## src/rtl/pkt_rx_pkg.sv

```systemverilog
// Shared types and constants for the byte-stream receive controller.
package pkt_rx_pkg;

    typedef enum logic [1:0] {
        IDLE    = 2'd0,
        COLLECT = 2'd1,
        WRITE   = 2'd2
    } rx_state_t;

    localparam logic [7:0] PKT_HDR_A      = 8'hA5;
    localparam logic [7:0] PKT_HDR_B      = 8'hC3;
    localparam int         BYTES_PER_WORD = 4;

endpackage

```

## src/rtl/pkt_rx_ctrl.sv

```systemverilog
// Receive controller: hunts for a header, gates four payload bytes into the shift buffer,
// then writes the word to RAM at an auto-incrementing address. Option: PKT_RX_CTRL_TIMEOUT_EN.
module pkt_rx_ctrl
    import pkt_rx_pkg::*;
#(
    parameter int         ADDR_W      = 4,
    parameter logic [7:0] HDR_A       = PKT_HDR_A,
    parameter logic [7:0] HDR_B       = PKT_HDR_B,
    parameter int         TIMEOUT_CYC = 64
) (
    input  logic              clk_50,
    input  logic              reset_n,
    input  logic              byte_valid,
    input  logic [7:0]        byte_in,
    output logic              buf_write_en,
    output logic              buf_header_flag,
    output logic              ram_wr,
    output logic [ADDR_W-1:0] ram_addr,
    output logic              hdr_type,
    output logic              pkt_done,
    output logic              pkt_err,
    output logic              wrapped
);

    rx_state_t         r_state;
    rx_state_t         w_next;
    logic [1:0]        r_count;
    logic [ADDR_W-1:0] r_ram_addr;
    logic              r_ram_wr;
    logic              r_hdr_type;
    logic              r_wrapped;
    logic              w_is_hdr;
    logic              w_hdr_acc;
    logic              w_last_byte;
    logic              w_timeout;

    assign w_is_hdr    = byte_valid && (byte_in == HDR_A || byte_in == HDR_B);
    // WRITE accepts a header just like IDLE so back-to-back packets lose no cycle
    assign w_hdr_acc   = (r_state == IDLE || r_state == WRITE) && w_is_hdr;
    assign w_last_byte = byte_valid && (r_count == 2'(BYTES_PER_WORD - 1));

`ifdef PKT_RX_CTRL_TIMEOUT_EN
    localparam int GAP_W = $clog2(TIMEOUT_CYC + 1);
    logic [GAP_W-1:0] r_gap;
    logic             r_pkt_err;

    assign w_timeout = (r_state == COLLECT) && !byte_valid &&
                       (r_gap == GAP_W'(TIMEOUT_CYC - 1));

    always_ff @(posedge clk_50 or negedge reset_n) begin
        if (!reset_n) begin
            r_gap     <= '0;
            r_pkt_err <= 1'b0;
        end else begin
            r_pkt_err <= w_timeout;
            if (r_state != COLLECT || byte_valid || w_timeout) r_gap <= '0;
            else                                                 r_gap <= r_gap + 1'b1;
        end
    end

    assign pkt_err = r_pkt_err;
`else
    logic w_unused_cfg;
    assign w_unused_cfg = (TIMEOUT_CYC > 0);
    assign w_timeout    = 1'b0;
    assign pkt_err      = 1'b0;
`endif

    always_ff @(posedge clk_50 or negedge reset_n) begin
        if (!reset_n) r_state <= IDLE;
        else          r_state <= w_next;
    end

    always_comb begin
        w_next = r_state;
        case (r_state)
            IDLE:    if (w_hdr_acc) w_next = COLLECT;
            COLLECT: begin
                if (w_timeout)        w_next = IDLE;
                else if (w_last_byte) w_next = WRITE;
            end
            WRITE:   w_next = w_hdr_acc ? COLLECT : IDLE;
            default: w_next = IDLE;
        endcase
    end

    always_comb begin
        buf_write_en    = 1'b0;
        buf_header_flag = 1'b0;
        case (r_state)
            COLLECT:     buf_write_en    = byte_valid;
            IDLE, WRITE: buf_header_flag = w_is_hdr;
            default:     ;
        endcase
    end

    always_ff @(posedge clk_50 or negedge reset_n) begin
        if (!reset_n) begin
            r_count    <= '0;
            r_ram_addr <= '0;
            r_ram_wr   <= 1'b0;
            r_hdr_type <= 1'b0;
            r_wrapped  <= 1'b0;
        end else begin
            r_ram_wr <= (w_next == WRITE);
            if (w_hdr_acc) begin
                r_count    <= '0;
                r_hdr_type <= (byte_in == HDR_B);
            end else if (r_state == COLLECT && byte_valid) begin
                r_count <= r_count + 1'b1;
            end
            if (r_state == WRITE) begin
                r_ram_addr <= r_ram_addr + 1'b1;
                if (&r_ram_addr) r_wrapped <= 1'b1;
            end
        end
    end

    assign ram_wr   = r_ram_wr;
    assign pkt_done = r_ram_wr;
    assign ram_addr = r_ram_addr;
    assign hdr_type = r_hdr_type;
    assign wrapped  = r_wrapped;

endmodule

```

## config.mk

```make
export PLATFORM = sky130hd
export DESIGN_NAME = pkt_rx_ctrl
export DESIGN_NICKNAME = d
export VERILOG_FILES = /design/src/rtl/pkt_rx_pkg.sv /design/src/rtl/pkt_rx_ctrl.sv
export SDC_FILE = /design/constraint.sdc
export NUM_CORES = 1
export LEC_CHECK = 0
export BUFFER_PORTS_ARGS = -buffer_cell sky130_fd_sc_hd__buf_4
export CAP_MARGIN = 20
export CORE_AREA = 2 2 39 41
export CTS_BUF_LIST = sky130_fd_sc_hd__clkbuf_4 sky130_fd_sc_hd__clkbuf_8
export DETAILED_ROUTE_END_ITERATION = 12
export DIE_AREA = 0 0 41 43
export GPL_TIMING_DRIVEN = 0
export PLACE_DENSITY = 0.72
export SETUP_SLACK_MARGIN = 0.02
export SLEW_MARGIN = 10
export SYNTH_ARGS = -nofsm -noshare
export SYNTH_HDL_FRONTEND = slang
export SYNTH_SLANG_ARGS = --single-unit
```

## constraint.sdc

```tcl
create_clock -name clk_50 -period 3.8 [get_ports clk_50]
set_input_delay 0.57 -clock clk_50 [delete_from_list [all_inputs] [get_ports clk_50]]
set_output_delay 0.57 -clock clk_50 [all_outputs]
set_load 0.01 [all_outputs]
```

# Word-level counts from Yosys, hierarchy flattened
# Cells that the tools add are included.
# word_totals
register_bits	11
in_bits	11
out_inout_bits	11
# classes
add_sub_neg	2
eq_ne	6
muxes	8
n_reduce_logical	10
# op_table
op	n
8-bit equality test, second input constant	2
2-bit two-way mux	4
2-bit equality test, second input constant	3
2-bit case mux with 3 select lines	1
5-bit AND reduction	1
4-bit by 1-bit adder with 4-bit output, second input constant	1
1-bit logical AND	4
1-bit two-way mux	3
2-bit by 1-bit adder with 2-bit output, second input constant	1
2-bit by 1-bit equality test with 1-bit output, second input constant	1
2-bit logical NOT	1
1-bit logical OR	2
2-bit nonzero test	1
2-bit OR reduction	1

# Longest topological paths before layout
# logic_depth
depth_word	7
mapped_depth	3
ltp_nobuf	3

# Worst setup path before layout
# OpenSTA, ideal clock, no wires.
# synth_path
path_kind	input port to output port
from	input byte_in[2]
to	output buf_header_flag
arrival_ns	1.145
required_ns	3.230
slack_ns	2.085
cell_stages	2
path_buffers	0
cell_sequence	nor4bb_2 o2111a_2
# synth_between
elab_chain_len	4
word_cells_on_any_way	5
classes_between	eq/ne: 2; mux: 1; reduce/logical: 2
# synth_rtl
item	line_no	rtl
start: declaration	pkt_rx_ctrl.sv:14	input logic [7:0] byte_in,
8-bit equality test	pkt_rx_ctrl.sv:37	assign w_is_hdr = byte_valid && (byte_in == HDR_A || byte_in == HDR_B);
1-bit logical OR (*)	pkt_rx_ctrl.sv:37	
1-bit logical AND (*)	pkt_rx_ctrl.sv:37	
1-bit two-way mux (*)	pkt_rx_ctrl.sv:90	case (r_state)
end: declaration	pkt_rx_ctrl.sv:16	output logic buf_header_flag,
# Mark *: on every way between the ends. The rest lies on a longest branch, timed or not.

# Worst setup path in the final report
# layout_path
from	register r_state[0]
to	output buf_header_flag
# layout_between
elab_chain_len	3
word_cells_on_any_way	4
classes_between	eq/ne: 1; mux: 1; reduce/logical: 2
# layout_rtl
item	line_no	rtl
start: declaration	pkt_rx_ctrl.sv:25	rx_state_t r_state;
start signal: assignment	pkt_rx_ctrl.sv:71	else r_state <= w_next;
2-bit equality test / 2-bit logical NOT (equally long branches)	pkt_rx_ctrl.sv:90	
2-bit OR reduction (*)	pkt_rx_ctrl.sv:90	
1-bit two-way mux (*)	pkt_rx_ctrl.sv:90	
# Marked as above.

==> metrics.md <==
| Metric | Value |
|---|---|
| Storage element area | `275 um2` |
| Arr. time, crit path | `1.43 ns` |
| Via count | `417` |
| Maximum clock path buffer count | `2` |
| Die Height | `43 um` |
| Hold Vio Cnt, Final | `0` |
| Routed WL | `about 900 um` |
| Post-CTS Setup Bufs | `0` |
| Vias in the first global route | `around 360` |
| GPL Wtd Cong | `0.726` |
| Switch share | `28.0%` |
| Worst EP required | `3.23 ns` |
| Final Skew | `between 0.002 and 0.0025 ns` |
| Sequential cell area fraction in the yosys report | `50.2%` |
| Core box area | `0.00138 mm2` |
| Synthesis Warnings | `0` |
| Setup crit end kind | `output pin` |
| Fillcell total | `roughly 130` |
| Initial DRC count | `1` |
| Routed Antenna Nets | `0` |
| Top_reg_cell synth | `dfrtp_1` |
| Clock sink count | `11` |
| Clk root buf | `clkbuf_4` |
| Post-CTS Hold Fix Bufs | `0` |
| Clock Latency Late Sink | `0.27 ns` |
| Fin crit share | `52.6%` |
| Area of the multi-input gates | `roughly 250 um2` |
| Switching power | `around 0.000087 W` |
| Initial antenna violation count | `0` |
| Hold WC Path Type | `primary input to async pin` |
| Via density | `about 5` |
| RSZ-0062 raised after global routing | `no` |
| Clock Power Share | `27.8%` |
| P_int | `around 0.00022 W` |
| DRC violations left | `0` |
| Max Transition Viols Final | `0` |
| Ys async rst share | `100%` |
| CTS tree | `yes` |
| CTS clk-pin slew, worst paths | `0.07 ns` |
| CP max FO | `4` |
| N_diodes | `0` |
| Synth area leader | `dfrtp_1` |
| Ratio of cells with drive above 1 in the final layout | `47.1%` |
| Top cell type's share of synthesized area | `50.2%` |
| Setup violators final | `0` |
| Synth area leaders | `dfrtp_1 50%, ha_1 4.6%, nor4b_4 4.3%` |
| Row count | `14` |
| Mapped Avg Cell Area | `12.5 um2` |
| Sequential power share | `49.9%` |
| Overall global routing resource usage | `11.9%` |
| Final nets | `slightly above 80` |
| Leak | `0.398 nW` |
| Instance area at placement | `718 um2` |
| Setup crit start kind | `flip-flop` |
| DR pass1 iterations | `2` |
| First-pass GRT wire length | `1370 um` |
| Area added between synthesis and finish | `36.5%` |
| Synth Instances | `44` |
| Status | `complete, no violations` |
| PortBufs | `20` |
| Maxcap violations | `0` |
| PostCTS Resize Cnt | `0` |
| Syn Nets | `57` |
| Critical path class | `flip-flop to output pin` |
| Largest net degree at the start of global routing | `12` |
| Overflow left after global routing | `0` |
| H-tree depth | `1` |
| Area of the mapped netlist | `548 um2` |
| Cell variety after synth | `25` |
| Fmax | `about 500 MHz` |
| Most numerous cell in the Yosys netlist | `dfrtp_1` |
| Logic pwr share | `22.3%` |
| Final Util | `54.1%` |
| Drt wl/cell | `11.0 um` |
| Final non-filler cell area | `~750 um2` |
| Initial core utilization | `39.6%` |
| Min Clock Period, post-route | `2.00 ns` |
| TritonCTS buffer count | `3` |
| Top cell types by occurrence after synthesis | `11 x dfrtp_1, 3 x nand2_1` |
| Horiz. Die Dim | `approximately 40 um` |
| Die footprint | `0.00176 mm2` |
| FF+latch count, synth | `11` |
| EDFF count, synth | `0` |
| TNS Setup | `0 ns` |
| P per Cell Area | `414 mW/mm2` |
| # IOs | `22` |
| Peak VDD IR | `193 uV` |
-- worst paths after layout --
check | start | end | slack (ns) | cells after the start
max in group asynchronous | reset_n | pkt_done$_DFF_PN0_ | 3.54 | 1
max reg2reg | r_state[0]$_DFF_PN0_ | ram_addr[1]$_DFFE_PN0P_ | 2.51 | 2
min | reset_n | ram_addr[0]$_DFFE_PN0P_ | 0.12 | 1
min reg2reg | wrapped$_DFFE_PN0P_ | wrapped$_DFFE_PN0P_ | 0.48 | 1
max | r_state[0]$_DFF_PN0_ | buf_header_flag | 1.80 | 3
min in group clk_50 | wrapped$_DFFE_PN0P_ | wrapped$_DFFE_PN0P_ | 0.48 | 1
-- placed cells by master, fill, tap and decap left out, drive strengths merged, types with 2 or more instances in the layout --
| cell type | instances |
|---|---|
| clkbuf | 4 |
| buf | 22 |
| xnor2 | 2 |
| inv | 2 |
| xor2 | 2 |
| ha | 2 |
| nor2 | 2 |
| nor4bb | 2 |
| nand2 | 3 |
| and2 | 2 |
| dfrtp | 11 |
-- flip-flops by register name, indices dropped and copies added (netlist names) --
register,count
pkt_done,1
hdr_type,1
ram_addr,4
r_state,2
wrapped,1
r_count,2
-- routing by layer --
layer / vias up / wire length (um) / track usage, %
li1: 203 / - / -
met1: 196 / 360 / 13.8
met2: 16 / 460 / 18.1
met3: 2 / 89 / 3.14
met4: 0 / 12 / 8.00
met5: - / 0 / 0
-- layout make-up --
| class | count | share of cell area [%] |
|---|---|---|
| inverter | 2 | 1.00 |
| timing repair buffer | 20 | 20.1 |
| multi-input combinational | 29 | 33.4 |
| buffer | 2 | 2.01 |
| clock buffer | 4 | 4.01 |
| tap | 16 | 2.68 |
| sequential | 11 | 36.8 |
-- power groups by stage --
stage	logic, W	registers [W]	clock network, W
3_5_place_dp	0.0000700	0.000157	0
4_1_cts	0.0000706	0.000154	0.0000890
2_1_floorplan	0.0000371	0.000156	0
6_report	0.0000691	0.000155	0.0000862
5_1_grt	0.0000771	0.000157	0.0000941
3_3_place_gp	0.0000678	0.000156	0
-- critical path, cell delays in order (launching register included) --
cell,delay [ns]
dfrtp_1,0.43
nor4b_4,0.32
o2111a_2,0.28
buf_4,0.13
-- per-stage QoR --
step | hold WS (ns) | std cells | power [W] | setup slack [ns]
floorplan | 0.274 | 44 | 0.000193 | 2.08
global placement | 0.410 | 80 | 0.000224 | 1.80
detailed placement | 0.412 | 80 | 0.000227 | 1.78
CTS | 0.119 | 84 | 0.000314 | 1.78
global route | 0.114 | 84 | 0.000329 | 1.72
finish | 0.118 | 84 | 0.000310 | 1.80
-- cells by family (layout without fill, tap and decap cells) --
group                      after synthesis  after routing  share of synthesized area, %
muxes                                    2              2                          3.88
adders and majority gates                2              2                          4.57
AOI/OAI and AO/OA                        5              5                          8.90
xor gates and xnor gates                 4              4                          6.39
and+or+nand+nor                         15             15                          21.2
other                                    1              1                         0.684
buffers and inverters                    4             28                          4.11
DFF                                     11             11                          50.2
Power figures use the tool's default switching activity.
